**src/rtl/image_readback_tx.sv**
```systemverilog
// image_readback_tx
// Reads the input-pixel frame out of the pixel SRAM (1-cycle synchronous read)
// and sends it over a UART TX line as one packet: HEADER, input_neuron pixel
// bytes in address order, then the modulo-256 sum of the pixel bytes.
// Bytes go out back to back as 8N1, LSB first, idle high.
//
// Ports:
//   SNN_CLK   in   clock, rising edge
//   RST_N     in   asynchronous active-low reset; aborts any frame in flight
//   start     in   one-cycle frame request, ignored unless idle
//   mem_en    out  SRAM read enable (one cycle per pixel)
//   mem_addr  out  SRAM read address, holds when mem_en=0
//   mem_dout  in   SRAM read data, valid the cycle after mem_en
//   uart_tx   out  serial line
//   busy      out  frame in progress
//   done      out  one-cycle pulse after the last stop bit
module image_readback_tx #(
  parameter int unsigned CLKS_PER_BIT = 434,
  parameter int unsigned input_neuron = 256,
  parameter int unsigned Input_ADDR_W = 12,
  parameter logic [7:0]  HEADER       = 8'hA5
) (
  input  logic                    SNN_CLK,
  input  logic                    RST_N,
  input  logic                    start,
  output logic                    mem_en,
  output logic [Input_ADDR_W-1:0] mem_addr,
  input  logic [7:0]              mem_dout,
  output logic                    uart_tx,
  output logic                    busy,
  output logic                    done
);

  localparam int unsigned BAUD_W = (CLKS_PER_BIT > 1) ? $clog2(CLKS_PER_BIT) : 1;
  localparam logic [BAUD_W-1:0]       BAUD_LAST = BAUD_W'(CLKS_PER_BIT - 1);
  localparam logic [Input_ADDR_W-1:0] LAST_IDX  = Input_ADDR_W'(input_neuron - 1);
  localparam logic [3:0]              LAST_DATA = 4'd8;
  localparam logic [3:0]              STOP_BIT  = 4'd9;

  typedef enum logic [2:0] {
    S_IDLE,
    S_HDR,
    S_PIX,
    S_CHK,
    S_FIN
  } state_t;

  state_t                  state_q, state_d;
  logic [7:0]              shreg_q, shreg_d;
  logic [BAUD_W-1:0]       baud_q, baud_d;
  logic [3:0]              bit_q, bit_d;
  logic [Input_ADDR_W-1:0] idx_q, idx_d;
  logic [7:0]              csum_q, csum_d;
  logic [7:0]              hold_q, hold_d;
  logic                    rd_pend_q, rd_pend_d;
  logic                    mem_en_d;
  logic [Input_ADDR_W-1:0] mem_addr_d;
  logic                    uart_tx_d;
  logic                    busy_d;
  logic                    done_d;

  // State and datapath registers; uart_tx resets high so an aborted frame
  // leaves the line idle immediately.
  always_ff @(posedge SNN_CLK or negedge RST_N) begin
    if (!RST_N) begin
      state_q   <= S_IDLE;
      shreg_q   <= '0;
      baud_q    <= '0;
      bit_q     <= '0;
      idx_q     <= '0;
      csum_q    <= '0;
      hold_q    <= '0;
      rd_pend_q <= 1'b0;
      mem_en    <= 1'b0;
      mem_addr  <= '0;
      uart_tx   <= 1'b1;
      busy      <= 1'b0;
      done      <= 1'b0;
    end else begin
      state_q   <= state_d;
      shreg_q   <= shreg_d;
      baud_q    <= baud_d;
      bit_q     <= bit_d;
      idx_q     <= idx_d;
      csum_q    <= csum_d;
      hold_q    <= hold_d;
      rd_pend_q <= rd_pend_d;
      mem_en    <= mem_en_d;
      mem_addr  <= mem_addr_d;
      uart_tx   <= uart_tx_d;
      busy      <= busy_d;
      done      <= done_d;
    end
  end

  // Next-state, serializer and prefetch logic.
  always_comb begin
    state_d    = state_q;
    shreg_d    = shreg_q;
    baud_d     = baud_q;
    bit_d      = bit_q;
    idx_d      = idx_q;
    csum_d     = csum_q;
    hold_d     = hold_q;
    rd_pend_d  = mem_en;
    mem_en_d   = 1'b0;
    mem_addr_d = mem_addr;
    uart_tx_d  = uart_tx;
    busy_d     = busy;
    done_d     = 1'b0;

    // Read data arrives the cycle after mem_en; bank it and fold into the sum.
    if (rd_pend_q) begin
      hold_d = mem_dout;
      csum_d = csum_q + mem_dout;
    end

    case (state_q)
      S_IDLE: begin
        uart_tx_d = 1'b1;
        busy_d    = 1'b0;
        if (start) begin
          state_d   = S_HDR;
          shreg_d   = HEADER;
          csum_d    = '0;
          idx_d     = '0;
          baud_d    = '0;
          bit_d     = '0;
          busy_d    = 1'b1;
          uart_tx_d = 1'b0;
        end
      end

      S_HDR, S_PIX, S_CHK: begin
        if (baud_q == BAUD_LAST) begin
          baud_d = '0;
          if (bit_q == STOP_BIT) begin
            // End of stop bit: next byte starts on the following edge.
            bit_d     = '0;
            uart_tx_d = 1'b0;
            case (state_q)
              S_HDR: begin
                state_d = S_PIX;
                shreg_d = hold_q;
                idx_d   = '0;
              end
              S_PIX: begin
                if (idx_q == LAST_IDX) begin
                  state_d = S_CHK;
                  shreg_d = csum_q;
                end else begin
                  shreg_d = hold_q;
                  idx_d   = idx_q + Input_ADDR_W'(1);
                end
              end
              default: begin
                state_d   = S_FIN;
                uart_tx_d = 1'b1;
                busy_d    = 1'b0;
                done_d    = 1'b1;
              end
            endcase
          end else begin
            bit_d = bit_q + 4'd1;
            if (bit_q == LAST_DATA) begin
              // Entering the stop bit: fetch the pixel that follows this byte.
              uart_tx_d = 1'b1;
              if (state_q == S_HDR) begin
                mem_en_d   = 1'b1;
                mem_addr_d = '0;
              end else if (state_q == S_PIX && idx_q != LAST_IDX) begin
                mem_en_d   = 1'b1;
                mem_addr_d = idx_q + Input_ADDR_W'(1);
              end
            end else begin
              uart_tx_d = shreg_q[bit_q[2:0]];
            end
          end
        end else begin
          baud_d = baud_q + BAUD_W'(1);
        end
      end

      S_FIN: begin
        state_d   = S_IDLE;
        uart_tx_d = 1'b1;
        busy_d    = 1'b0;
      end

      default: begin
        state_d   = S_IDLE;
        uart_tx_d = 1'b1;
        busy_d    = 1'b0;
      end
    endcase
  end

endmodule

```
**config.mk**
```make
export PLATFORM = sky130hd
export DESIGN_NAME = image_readback_tx
export DESIGN_NICKNAME = d
export VERILOG_FILES = /design/src/rtl/image_readback_tx.sv
export SDC_FILE = /design/constraint.sdc
export NUM_CORES = 1
export LEC_CHECK = 0
export CAP_MARGIN = 20
export CORE_MARGIN = 3
export CORE_UTILIZATION = 37
export CTS_BUF_LIST = sky130_fd_sc_hd__clkbuf_2
export DETAILED_ROUTE_END_ITERATION = 10
export PLACE_DENSITY = 0.63
export SLEW_MARGIN = 20
export SYNTH_ARGS = -nofsm -noshare
export SYNTH_HDL_FRONTEND = slang
export SYNTH_SLANG_ARGS = --single-unit
export TNS_END_PERCENT = 50
```
**constraint.sdc**
```tcl
create_clock -name SNN_CLK -period 2.75 [get_ports SNN_CLK]
set_input_delay 0.4125 -clock SNN_CLK [delete_from_list [all_inputs] [get_ports SNN_CLK]]
set_output_delay 0.4125 -clock SNN_CLK [all_outputs]
set_load 0.03 [all_outputs]
```
After elaboration in Yosys (flattened, before gate mapping)
Cells that the tools add are included.

Register bits: 69. Input port bits: 11. Output and inout port bits: 16.

$add $sub $neg: 4. $lt $le $gt $ge: 1. Equal/unequal tests: 15. Mux-type cells: 52. Bitwise operators: 1. Reductions and logical operators: 13.

Operators by type and width (number): $mux W12 (6); $mux W8 (7); $pmux W12 S2 (2); $pmux W8 S2 (2); $mux W1 (19); $mux W9 (2); $pmux W9 S2 (1); $add A12 B1 Y12 const B (1); $eq A12 B8 Y1 const B (1); $mux W3 (4); $mux W4 (3); $ne A12 B8 Y1 const B (1); $pmux W3 S2 (2); $reduce_and A5 Y1 (2); $add A9 B1 Y9 const B (1); $eq A9 B9 Y1 const B (1); $ne A3 B3 Y1 const B (3); $add A8 B8 Y8 (1); $eq A4 B4 Y1 const B (2); $ne A2 B2 Y1 const B (4); $pmux W4 S2 (1); $eq A3 B2 Y1 const B (2); $reduce_and A3 Y1 (2); $reduce_and A6 Y1 (1); 13 further kinds (15).

Depth between registers and ports, before layout
Word-level depth: 8. Mapped depth: 9.

Least setup slack after synthesis
OpenSTA, ideal clock, no wires.

Path kind: input-to-reg. Start point: in mem_dout[0]. End point: reg csum_q[6]. Arrival: 1.970 ns. Required time: 2.619 ns. Setup slack: 0.649 ns. Stages: 7. Buffers on the path: 0. Cell sequence: ha_1 -> fa_1 -> a21o_1 -> a211oi_1 -> nor2_1 -> nor4b_1 -> or3_1.

Word-level cells in the longest chain between the ends: 4.

RTL lines: start: declaration (RTL line 28) `input logic [7:0] mem_dout,`; $add A8 B8 Y8 * (RTL line 115) `csum_d = csum_q + mem_dout;`; $mux W8 * (RTL line 113) `if (rd_pend_q) begin`; $mux W8 (RTL line 122) `if (start) begin`; $mux W8 * (RTL line 118) `case (state_q)`; named net csum_d[6] (RTL line 53) `logic [7:0] csum_q, csum_d;`; end signal: assignment (RTL line 85) `csum_q <= csum_d;`; end: declaration (RTL line 53).

The timed path passes the listed nets; every way through them passes the cells marked *. A chain may end at the register's enable or synchronous reset.

Worst setup path in the final report
Start point: reg csum_q[0]. End point: reg csum_q[6].

Word-level cells in the longest chain between the ends: 4.

RTL lines (RTL line): $add A8 B8 Y8 * (115); $mux W8 * (113); $mux W8 (122); $mux W8 * (118); named net csum_d[6] (53).

Marks and branches as above.

==> impl_results.rst <==
.. list-table::
   :header-rows: 1

   * - Metric
     - Value
   * - Area contributors post-synth
     - dfrtp_1, ha_1, o21ai_0
   * - Setup crit end
     - csum_q[6]$_DFF_PN0_
   * - Detail Route Antenna Nets
     - 0
   * - Post-DP HPWL
     - 5.703 mm
   * - Ratio of routed vias to standard cells
     - 5.432
   * - Count of placed standard cells in the final layout, fillers left out
     - 535
   * - Yosys top cell area share
     - 0.4520
   * - Critical path's largest stage delay
     - 0.44 ns
   * - Layout area overhead
     - 14.89%
   * - Clock tree from TritonCTS
     - yes
   * - #FFs+latches synth
     - 69
   * - Vias in the first global route
     - 2,820
   * - Total of endpoints with negative setup slack in the final report
     - 0
   * - Clock-pin slew reported for the worst setup and hold paths after clock tree synthesis
     - 0.21 ns
   * - Setup TNS Final
     - 0 ns
   * - Unrepaired setup endpoints after global routing
     - false
   * - Fill cells
     - 1,007
   * - Number of slew-limit violations in the final report
     - 0
   * - Wire length of the first global-routing pass
     - 13.91 mm
   * - Fmax
     - 459.7 MHz
   * - Worst path buffer plus inverter count
     - 0
   * - Starting DRT DRC Count
     - 134
   * - Series of cell instances along the critical path
     - ha_1, fa_1, a21o_1, a211oi_1, nor2_1, nor4b_1, or3_1
   * - Cell variety after synth
     - 65
   * - Clk Latency, worst-skew pair
     - 0.51 ns
   * - Area inside the core boundary
     - 9819 um^2
   * - Leading post-synthesis cells by instance count
     - dfrtp_1, o21ai_0, nor2_1, nand2_1
   * - Startpoint-to-endpoint class of the critical path
     - reg -> reg
   * - Worst-path cell with the longest stage delay
     - dfrtp_1
   * - Number of logic stages on the critical path including buffering
     - 7
   * - Pin count of the biggest net entering global routing
     - 47
   * - R2r endpoint
     - csum_q[6]$_DFF_PN0_
   * - Number of instances in the placed design
     - 518
   * - FP Rows
     - 36
   * - Wire length per cell
     - 14.93 um
   * - Most frequent cell after synthesis
     - dfrtp_1
   * - Count of nets after finishing
     - 422
   * - Total congestion overflow
     - 0
   * - Gate family responsible for the most delay along the worst path
     - adder cells
   * - Multi-input gate area
     - 1932 um^2
   * - Period utilization
     - 0.7910
   * - Initial cell density of the core
     - 0.3834
   * - Total wire length
     - 7.985 mm
   * - Die Y-Extent
     - 106.9 um
   * - Commonest register cell after synthesis
     - dfrtp_1
   * - Number of antenna violations at the first check in global routing
     - 0
   * - Sequential area share after synthesis
     - 0.4590
   * - Pre-Repair DR Iteration Count
     - 4
   * - VDD IR max
     - 0.2010 mV
   * - Number of remaining DRC errors
     - 0
   * - Via count
     - 2,906
   * - Count of input and output buffers
     - 26
   * - Total global-route track usage
     - 0.1522
   * - R2r worst-path depth
     - 7
   * - Depth of the CTS H-tree
     - 3
   * - Post-layout min period
     - 2.175 ns
   * - Critical Path Sink Type
     - register
   * - Critical-path maximum fanout
     - 3
   * - Worst-Margin Slew
     - 0.5871 ns
   * - Register-to-Register Setup Slack
     - 0.57 ns
   * - Timing startpoint of the critical path
     - csum_q[0]$_DFF_PN0_
   * - Worst hold path class
     - in -> async
   * - Total clock sinks
     - 69
   * - Root Buffer Master
     - clkbuf_2
   * - Post-Synthesis Cells
     - 364
   * - Diodes inserted
     - 0
   * - Yosys Warn Count
     - 0
   * - Number of maximum-capacitance constraint violations
     - 0
   * - Last weighted congestion value of the routability-driven placer
     - 0.8429
   * - Fraction of final layout cells with drive strength greater than 1
     - 0.1219
   * - Arr. time, crit path
     - 2.59 ns
   * - Count of flip-flops with a built-in enable after synthesis
     - 0
   * - Dominant cell type by area after synthesis
     - dfrtp_1
   * - Clock buffer depth
     - 2
   * - Result of the run
     - completed
   * - Leak pwr
     - 1.887 nW
   * - Die outline width
     - 106.9 um
   * - Area of all sequential standard cells
     - 1728 um^2
   * - Headroom to the max-slew limit
     - 0.6050
   * - Pwr/cell area
     - 409.8 nW/um^2
   * - Syn avg cell area
     - 10.34 um^2
   * - Origin of the critical flop-to-flop path
     - csum_q[0]$_DFF_PN0_
   * - Largest clock skew in the final design
     - 0.02413 ns
   * - Post-synthesis cell area
     - 3765 um^2
   * - Data required, critical path
     - 3.16 ns
   * - Ys async rst share
     - 1.000
   * - Num CTS Buffers
     - 9
   * - Die Area
     - 11,420 um^2
   * - Kind of start point of the critical path
     - register
   * - Hold violation total from the final report
     - 0
   * - Synthesized Nets
     - 389
   * - Number of ports placed on the die boundary
     - 27
## sequential cells by signal, summed over array words and instances, names as in the netlist
register / cells
shreg_q: 8
busy: 1
mem_addr: 12
rd_pend_q: 1
uart_tx: 1
csum_q: 8
bit_q: 4
baud_q: 9
hold_q: 8
state_q: 3
mem_en: 1
idx_q: 12
done: 1
## worst register-to-register path: stages, from the launching register on
cell      delay [ns]
dfrtp_1         0.44
ha_1            0.23
fa_1            0.42
a21o_1          0.21
a211oi_1        0.22
nor2_1          0.08
nor4b_1         0.14
or3_1           0.34
## per-stage QoR
| step | util | hold WS (ns) | instance area [um^2] | worst slack (ns) | total power [W] |
|---|---|---|---|---|---|
| after global placement | 0.4257 | 0.3753 | 4180 | 0.1118 | 0.001118 |
| after CTS | 0.4405 | 0.4005 | 4325 | 0.5563 | 0.001804 |
| final | 0.4405 | 0.4114 | 4325 | 0.5747 | 0.001773 |
| after floorplan | - | 0.1169 | 3765 | 0.6489 | 0.001070 |
| after global routing | 0.4405 | 0.4121 | 4325 | 0.3585 | 0.001851 |
| after detailed placement | 0.4257 | 0.3772 | 4180 | 0.08782 | 0.001118 |
## logic make-up (layout without fill, tap and decap cells)
family,Yosys count,in the layout,synth area share
fa+ha+maj,14,14,0.04852
compound gates,92,92,0.1602
flops,69,69,0.4590
buf+inv,20,58,0.02957
xor+xnor,12,12,0.02792
simple gates,135,135,0.2070
mux,22,22,0.06780
## final cells by class
cell class / instances / area share
timing repair buffer: 35 / 0.07810
multi-input combinational: 275 / 0.4466
sequential: 69 / 0.3995
inverter: 7 / 0.006075
clock inverter: 7 / 0.02083
clock buffer: 9 / 0.01041
tap: 133 / 0.03847
## how the worst min path moves through the flow
stage,from,endpoint,slack [ns],cells after the start
after floorplan,RST_N,baud_q[0]$_DFFE_PN0P_,0.12,0
after detailed placement,mem_en$_DFF_PN0_,rd_pend_q$_DFF_PN0_,0.38,0
after global placement,mem_en$_DFF_PN0_,rd_pend_q$_DFF_PN0_,0.38,0
final,RST_N,baud_q[4]$_DFFE_PN0P_,0.41,2
after global routing,RST_N,baud_q[4]$_DFFE_PN0P_,0.41,2
after CTS,RST_N,csum_q[4]$_DFF_PN0_,0.40,2
## timing repair
item,CTS,global route
hold endpoints to repair,22,0
endpoints found under the setup margin,0,0
resized for setup,0,0
setup buffers,0,0
hold buffers,1,0
## power breakdown
part	total (W)	internal (W)	leakage [nW]	switching, W
Clock	0.000673	0.000296	0.0793	0.000376
Sequential	0.00102	0.00102	0.929	0.00000244
Combinational	0.0000785	0.0000335	0.879	0.0000450
## cell usage in the layout, fill, tap and decap left out, drive strengths merged, types with 2 or more instances in the layout
cell,count
and4,3
clkinv,5
bufinv,2
o21ai,35
nand2b,4
and2,8
o2bb2ai,13
ha,13
or4,2
mux2i,12
xnor2,8
nor4b,4
a21oi,12
mux2,8
dfrtp,68
inv,6
and3,5
nor3,6
nand4b,3
nand4,8
nand3,10
a21o,3
buf,9
nor4,5
o31ai,4
clkbuf,9
clkdlybuf4s50,25
nand3b,3
nand2,31
mux4,2
a22o,5
a211oi,4
or3,5
nor2,31
a31oi,5
xor2,4
## per-layer routing
metal / global-route usage / part of all wire
met1: 0.2080 / 0.48
met4: 0.03836 / 0.0084
met5: 0 / 0
met3: 0.04275 / 0.051
met2: 0.2392 / 0.46
Note: power is estimated with default switching activity, not from simulation.
